==> config.mk <==
export PLATFORM = sky130hd
export DESIGN_NAME = sprite_mem_arbiter
export DESIGN_NICKNAME = d
export VERILOG_FILES = /design/src/rtl/sprite_mem_arbiter.sv
export SDC_FILE = /design/constraint.sdc
export NUM_CORES = 1
export LEC_CHECK = 0
export ABC_AREA = 1
export BUFFER_PORTS_ARGS = -buffer_cell sky130_fd_sc_hd__buf_2
export CAP_MARGIN = 5
export CELL_PAD_IN_SITES_DETAIL_PLACEMENT = 1
export CELL_PAD_IN_SITES_GLOBAL_PLACEMENT = 1
export CORE_MARGIN = 8
export CORE_UTILIZATION = 28
export DETAILED_ROUTE_END_ITERATION = 6
export PLACE_DENSITY_LB_ADDON = 0.05
export SLEW_MARGIN = 10
export SYNTH_ARGS = -nofsm -noshare
export SYNTH_HDL_FRONTEND = slang
export SYNTH_SLANG_ARGS = --single-unit
export TNS_END_PERCENT = 1
==> constraint.sdc <==
create_clock -name clk -period 3.2 [get_ports clk]
set_input_delay 0.32 -clock clk [delete_from_list [all_inputs] [get_ports clk]]
set_output_delay 0.32 -clock clk [all_outputs]
set_load 0.01 [all_outputs]
==> src/rtl/sprite_mem_arbiter.sv <==
// sprite_mem_arbiter
// Shares the single port of the sprite/state RAM between the host bus and the
// display pipeline. The display has priority, and a host request that waits too
// long is forced through. Read results are returned to the requester that
// issued the read, in a holding register with a one-cycle valid pulse.

module sprite_mem_arbiter #(
  parameter int WORD_SIZE    = 32,
  parameter int ADDR_BITS    = 4,
  parameter int STARVE_LIMIT = 4
) (
  input  logic                 clk,
  input  logic                 reset,

  input  logic                 host_req,
  input  logic                 host_we,
  input  logic [ADDR_BITS-1:0] host_addr,
  input  logic [WORD_SIZE-1:0] host_wdata,
  output logic                 host_ack,
  output logic [WORD_SIZE-1:0] host_rdata,
  output logic                 host_rvalid,

  input  logic                 disp_req,
  input  logic [ADDR_BITS-1:0] disp_addr,
  output logic                 disp_gnt,
  output logic [WORD_SIZE-1:0] disp_rdata,
  output logic                 disp_rvalid,

  output logic                 mem_we,
  output logic [ADDR_BITS-1:0] mem_addr,
  output logic [WORD_SIZE-1:0] mem_data_in,
  input  logic [WORD_SIZE-1:0] mem_data_out
);

  localparam int CNT_BITS = $clog2(STARVE_LIMIT + 1);
  localparam logic [CNT_BITS-1:0] STARVE_MAX = CNT_BITS'(STARVE_LIMIT);

  typedef enum logic [1:0] {
    GNT_NONE,
    GNT_HOST,
    GNT_DISP
  } grant_t;

  grant_t              grant;
  logic [CNT_BITS-1:0] starve_cnt;
  logic                host_force;
  logic                rd_issue;
  logic                rd_pend;
  logic                rd_owner_host;

  assign host_force = host_req && (starve_cnt >= STARVE_MAX);

  // Pick this cycle's single RAM user: forced host, then display, then host.
  always_comb begin
    // NOTE: every combinational output gets a default first so that no path
    // leaves it unassigned and a latch cannot be inferred.
    grant = GNT_NONE;
    if (reset) begin
      grant = GNT_NONE;
    end else if (host_force) begin
      grant = GNT_HOST;
    end else if (disp_req) begin
      grant = GNT_DISP;
    end else if (host_req) begin
      grant = GNT_HOST;
    end
  end

  // Steer the granted requester onto the RAM port; idle drives all zeros.
  always_comb begin
    host_ack    = 1'b0;
    disp_gnt    = 1'b0;
    mem_we      = 1'b0;
    mem_addr    = '0;
    mem_data_in = '0;
    rd_issue    = 1'b0;
    case (grant)
      GNT_HOST: begin
        host_ack    = 1'b1;
        mem_we      = host_we;
        mem_addr    = host_addr;
        mem_data_in = host_wdata;
        rd_issue    = !host_we;
      end
      GNT_DISP: begin
        disp_gnt = 1'b1;
        mem_addr = disp_addr;
        rd_issue = 1'b1;
      end
      default: begin
        rd_issue = 1'b0;
      end
    endcase
  end

  // Count consecutive refused cycles of a pending host request, saturating.
  always_ff @(posedge clk or posedge reset) begin
    // NOTE: sequential state uses non-blocking assignments so every register
    // samples pre-edge values regardless of block ordering.
    if (reset) begin
      starve_cnt <= '0;
    end else if (host_req && !host_ack) begin
      if (starve_cnt != STARVE_MAX) begin
        starve_cnt <= starve_cnt + CNT_BITS'(1);
      end
    end else begin
      starve_cnt <= '0;
    end
  end

  // Remember whether a read went out this cycle and who issued it.
  always_ff @(posedge clk or posedge reset) begin
    if (reset) begin
      rd_pend       <= 1'b0;
      rd_owner_host <= 1'b0;
    end else begin
      rd_pend       <= rd_issue;
      rd_owner_host <= (grant == GNT_HOST);
    end
  end

  // Capture returning RAM data into the owner's holding register.
  always_ff @(posedge clk or posedge reset) begin
    // NOTE: the holding registers are plain flops, not a memory array, so they
    // are reset so that both requesters see a defined zero after reset.
    if (reset) begin
      host_rdata  <= '0;
      host_rvalid <= 1'b0;
      disp_rdata  <= '0;
      disp_rvalid <= 1'b0;
    end else begin
      host_rvalid <= rd_pend && rd_owner_host;
      disp_rvalid <= rd_pend && !rd_owner_host;
      if (rd_pend && rd_owner_host) begin
        host_rdata <= mem_data_out;
      end
      if (rd_pend && !rd_owner_host) begin
        disp_rdata <= mem_data_out;
      end
    end
  end

endmodule

* Word-level counts from Yosys, hierarchy flattened
Cells that the tools add are included.
Storage, ports and cells: bits in registers 71, bits of input ports 77, output and inout bits 105, logic and storage cells 32
Cells by class: $add $sub $neg 1, magnitude comparators 1, eq/ne operators 4, muxes and demuxes 12, reduce and logical (&&, ||, !) cells 7
Operators by type and width (count):
- $mux 32 | 1
- $pmux 4 s2 | 1
- $mux 2 | 3
- $mux 3 | 2
- $logic_and 1x1->1 | 4
- $mux 1 | 4
- $add 3x1->3 const B | 1
- $ge 3x3->1 const B | 1
- $logic_not 1->1 | 3
- $ne 3x3->1 const B | 1
- $eq 2x1->1 const B | 1
- $eq 2x2->1 const B | 1
- $ne 2x1->1 const B | 1
- $pmux 1 s2 | 1

* Longest topological paths before layout
depth in word-level cells 9, depth in mapped cells 11, gate-level depth less buffers 11

* Worst setup path before layout
OpenSTA, ideal clock, no wires.
path type input -> output, start input port reset, end output port mem_data_in[10], arrival 2.948 ns, required time 2.880 ns, setup slack -0.068 ns, stages 7, buffers on the path 2, cells stage by stage inv_1 nand3_1 ha_1 buf_2 buf_2 nand2_1 inv_1
On the way: longest elaborated chain between the ends 3
Ends and longest elaborated chain:
- start: declaration | line 13 | input logic reset,
- $mux 2 | line 58 | if (reset) begin
- $eq 2x1->1 | line 77 | case (grant)
- $mux 32 | line 77
- end: declaration | line 31 | output logic [WORD_SIZE-1:0] mem_data_in,
No other way between the ends.

* Final worst setup path
start register starve_cnt[2], end output port mem_addr[2]
On the way: longest elaborated chain between the ends 6, elaborated cells on any way between the ends 7, classes of those cells order compare (1); eq/ne (2); mux (3); reduce/logical (1)
Ends and longest elaborated chain:
- start: declaration | line 45 | logic [CNT_BITS-1:0] starve_cnt;
- start signal: assignment | line 104 | starve_cnt <= starve_cnt + CNT_BITS'(1);
- $ge 3x3->1 * | line 51 | assign host_force = host_req && (starve_cnt >= STARVE_MAX);
- $logic_and 1x1->1 * | line 51
- $mux 2 * | line 60 | end else if (host_force) begin
- $mux 2 * | line 58
- $eq 2x2->1 / $eq 2x1->1 (equally long branches) | line 77
- $pmux 4 s2 * | line 77
- end: declaration | line 30 | output logic [ADDR_BITS-1:0] mem_addr,
Mark *: on every way between the ends. The rest lies on a longest branch, timed or not.

==> key figures <==
Outcome
  • Status: finished clean

CTS
  • H-tree lvl count: 3
  • Setup repair bufs after CTS: 0
  • Clock latency at the later pin of the worst-skew pair: 330 ps
  • Root Buffer: sky130_fd_sc_hd__clkbuf_16
  • Number of sinks handled by clock tree synthesis: 71
  • Clock-pin transition on the worst setup and hold timing paths: 60 ps
  • Hold_buf cts: 0
  • Largest buffer count on any clock path: 2
  • Post-cts resize count: 0
  • TritonCTS clock tree: done
  • Number of buffers created by CTS: 9

STA
  • Number of hold violations in the final report: 0
  • Unrepaired setup endpoints after global routing: no
  • Final total negative setup slack: 0 ps
  • Headroom to the max-slew limit: 28.9%
  • Total setup violations reported at the end of the flow: 0
  • Post-route clock skew: 4.34 ps
  • Final slew viol count: 0
  • Slew @ Worst Pin: 1060 ps
  • Period utilisation layout: 69.9%
  • Post-route minimum period: 2240 ps
  • F_max: 447 MHz

Synthesis
  • Avg Cell Area, Syn: 8.63 µm²
  • Total of flip-flops plus latches after synthesis: 71
  • Portion of netlist area occupied by mux cells: 0%
  • Post-synth EDFFs: 0
  • Synth Flop Type: sky130_fd_sc_hd__dfrtp_1
  • Cell taking the most area after synthesis: sky130_fd_sc_hd__dfrtp_1
  • Complex-gate fraction of the synthesized area: 13.9%
  • Share of flip-flops with an asynchronous set or reset after synthesis: 100%
  • Most common cell in the synthesized netlist: sky130_fd_sc_hd__nand2_1
  • Post-Synth Adder-Cell Area: 1.57%
  • Synthesized instance count: 369
  • Xor and xnor fraction of the mapped netlist area: 0.275%
  • Post-Synth Simple-Gate Area: 15.1%
  • Syn. warnings: 0
  • Number of nets produced by synthesis: 450
  • Post-synth top area share: 55.8%
  • Unique cell type count in the Yosys netlist: 16
  • Most common library cells after synthesis: sky130_fd_sc_hd__nand2_1, sky130_fd_sc_hd__inv_1, sky130_fd_sc_hd__dfrtp_1
  • Cell types occupying the most area after synthesis: sky130_fd_sc_hd__dfrtp_1, sky130_fd_sc_hd__nand2_1, sky130_fd_sc_hd__inv_1
  • Main combinational cell family by area after synthesis: simple AND/OR/NAND/NOR gates
  • Cell Area, Synth: 0.00318 mm²
  • Sequential element share of the synthesized area: 55.8%

Pwr
  • Peak supply drop: 0.000324 V
  • NetSw: 1.08 mW
  • Cell area power density: 734 mW/mm²
  • Sequential group share of total power: 42.2%
  • Fraction of power consumed by the clock network: 28.3%
  • Pleak: 2.80 nW
  • Net Sw Frac: 33.2%
  • Comb pwr share: 29.5%
  • P_int: 2.18 mW
  • Design Power: 3.27 mW

Cells and area
  • Post-route cell area: 0.00445 mm²
  • Antenna diode instance count: 0
  • P&R area growth vs syn: 39.9%
  • Final core utilization: 39.5%
  • Finished Layout Cells: 694
  • Layout net count: 627
  • Layout cell share with drive strength beyond 1: 40.7%

Floorplan
  • Die area: 0.0150 mm²
  • Chip Height: 123 µm
  • Number of I/O pins: 182
  • Floorplan die width: 123 µm
  • Area inside the core boundary: 0.0113 mm²
  • Site Rows: 39
  • Starting density of the core: 28.2%

Min path
  • Min-delay worst type: in -> reg

Detailed routing
  • Drt pass-1 iters: 4
  • Vias after detailed routing: 2,959
  • Drt first-iter violations: 136
  • Average wire length per cell after detail routing: 15.2 µm
  • Post-detailed-routing wire length: 10.5 mm
  • DR vias/cell: 4.26
  • Number of routed nets with antenna violations: 0
  • Drt drc: 0

Global routing
  • Total GRT Usage: 14.5%
  • Wire length of the first global-routing pass: 16.9 mm
  • Maximum number of pins on one net before global-route repair: 73
  • Number of antenna violations at the first check in global routing: 0
  • Via count of the first global-routing pass: 3,326
  • GR Overflow Total: 0

Placement
  • Dpl cells: 678
  • I/O Buffers: 181
  • Post-Place Cell Area: 0.00417 mm²
  • Post-detail-place hpwl: 8.21 mm
  • Routability-driven placement congestion ratio: 0.768

Critical path
  • Peak per-stage delay on the critical path: 410 ps
  • Setup crit end kind: output port
  • Ordered cell list for the critical path: nand2_1 > nand3_1 > ha_1 > buf_4 > nand2_1 > a21oi_1 > buf_2
  • Worst-path cell with the longest stage delay: sky130_fd_sc_hd__dfrtp_1
  • Data arrival time at the worst-slack endpoint: 1920 ps
  • Classification of the worst setup path: reg -> out
  • CP Data Required Time: 2880 ps
  • Type of element launching the critical path: flop
  • CP most frequent cell: sky130_fd_sc_hd__nand2_1
  • Buffers and inverters on the worst path: 2
  • Top cell family by delay on the critical path: buffers and inverters
  • Highest fanout seen on the critical path: 38

Job
  • Max-cap viol count: 0
## final cells by class
class / instances / area [µm²]
Timing Repair Buffer: 184 / 928
Inverter: 81 / 308
Multi-Input combinational cell: 199 / 982
Clock inverter: 3 / 17.5
Sequential cell: 71 / 1780
Clock buffer: 13 / 260
Fill cell: 1417 / 6820
Tap cell: 143 / 179
## worst min-delay path, delay by kind of cell
family / cells / cell delay [ps]
AO/OA/AOI/OAI: 1 / 60
buffers and inverters: 2 / 140
## final timing paths
path,slack (ps),end,cells past startpoint,from
worst max-delay path,960,mem_addr[2],7,starve_cnt[2]
worst min-delay path,250,disp_rdata[1],3,mem_data_out[1]
worst max register to register,1380,starve_cnt[1],9,starve_cnt[2]
worst min register to register,470,disp_rdata[19],2,disp_rdata[19]
max in group asynchronous,2210,host_rdata[18],3,reset
min in group asynchronous,390,disp_rdata[22],3,reset
## power groups by stage
| stage | clock, mW | combinational [mW] | sequential [mW] |
|---|---|---|---|
| detailed placement | 0 | 1.00 | 1.40 |
| floorplan | 0 | 0.362 | 1.52 |
| finish | 0.925 | 0.965 | 1.38 |
| global route | 0.994 | 1.10 | 1.42 |
| global placement | 0 | 0.979 | 1.39 |
| CTS | 0.955 | 1.01 | 1.39 |
## per-stage QoR
step | worst slack, ps | hold WS, ps
after global routing | 725 | 240
after global placement | 1280 | 461
after detailed placement | 1240 | 463
after CTS | 905 | 237
final | 962 | 245
after floorplan | 425 | 468
## layer usage
| metal | GRT usage, % | up-vias | part of all wire, % |
|---|---|---|---|
| li1 | - | 1463 | - |
| met1 | 15.6 | 1347 | 40 |
| met2 | 22.9 | 138 | 45 |
| met3 | 8.37 | 11 | 13 |
| met4 | 6.02 | 0 | 1.7 |
| met5 | 0 | - | 0 |
## placed cells by master, fill, tap and decap left out, drive strengths merged
| master | count |
|---|---|
| ha | 4 |
| xor2 | 1 |
| or2 | 1 |
| nand3 | 2 |
| nand4 | 5 |
| clkinvlp | 2 |
| nor2 | 3 |
| a21oi | 6 |
| buf | 184 |
| nand2 | 112 |
| clkinv | 2 |
| o21ai | 65 |
| inv | 80 |
| dfrtp | 71 |
| clkbuf | 13 |
## cell families (layout without fill, tap and decap cells)
logic type	count (synthesis)	in the layout
flops	71	71
compound gates	71	71
simple gates	123	123
fa+ha+maj	4	4
xor+xnor	1	1
buf+inv	99	281
## state kept, by name, summed over array words and instances, names as in the netlist
name and count:
disp_rdata 32, disp_rvalid 1, host_rvalid 1, host_rdata 32
rd_pend 1, rd_owner_host 1, starve_cnt 3
(Power assumes the default switching activity.)
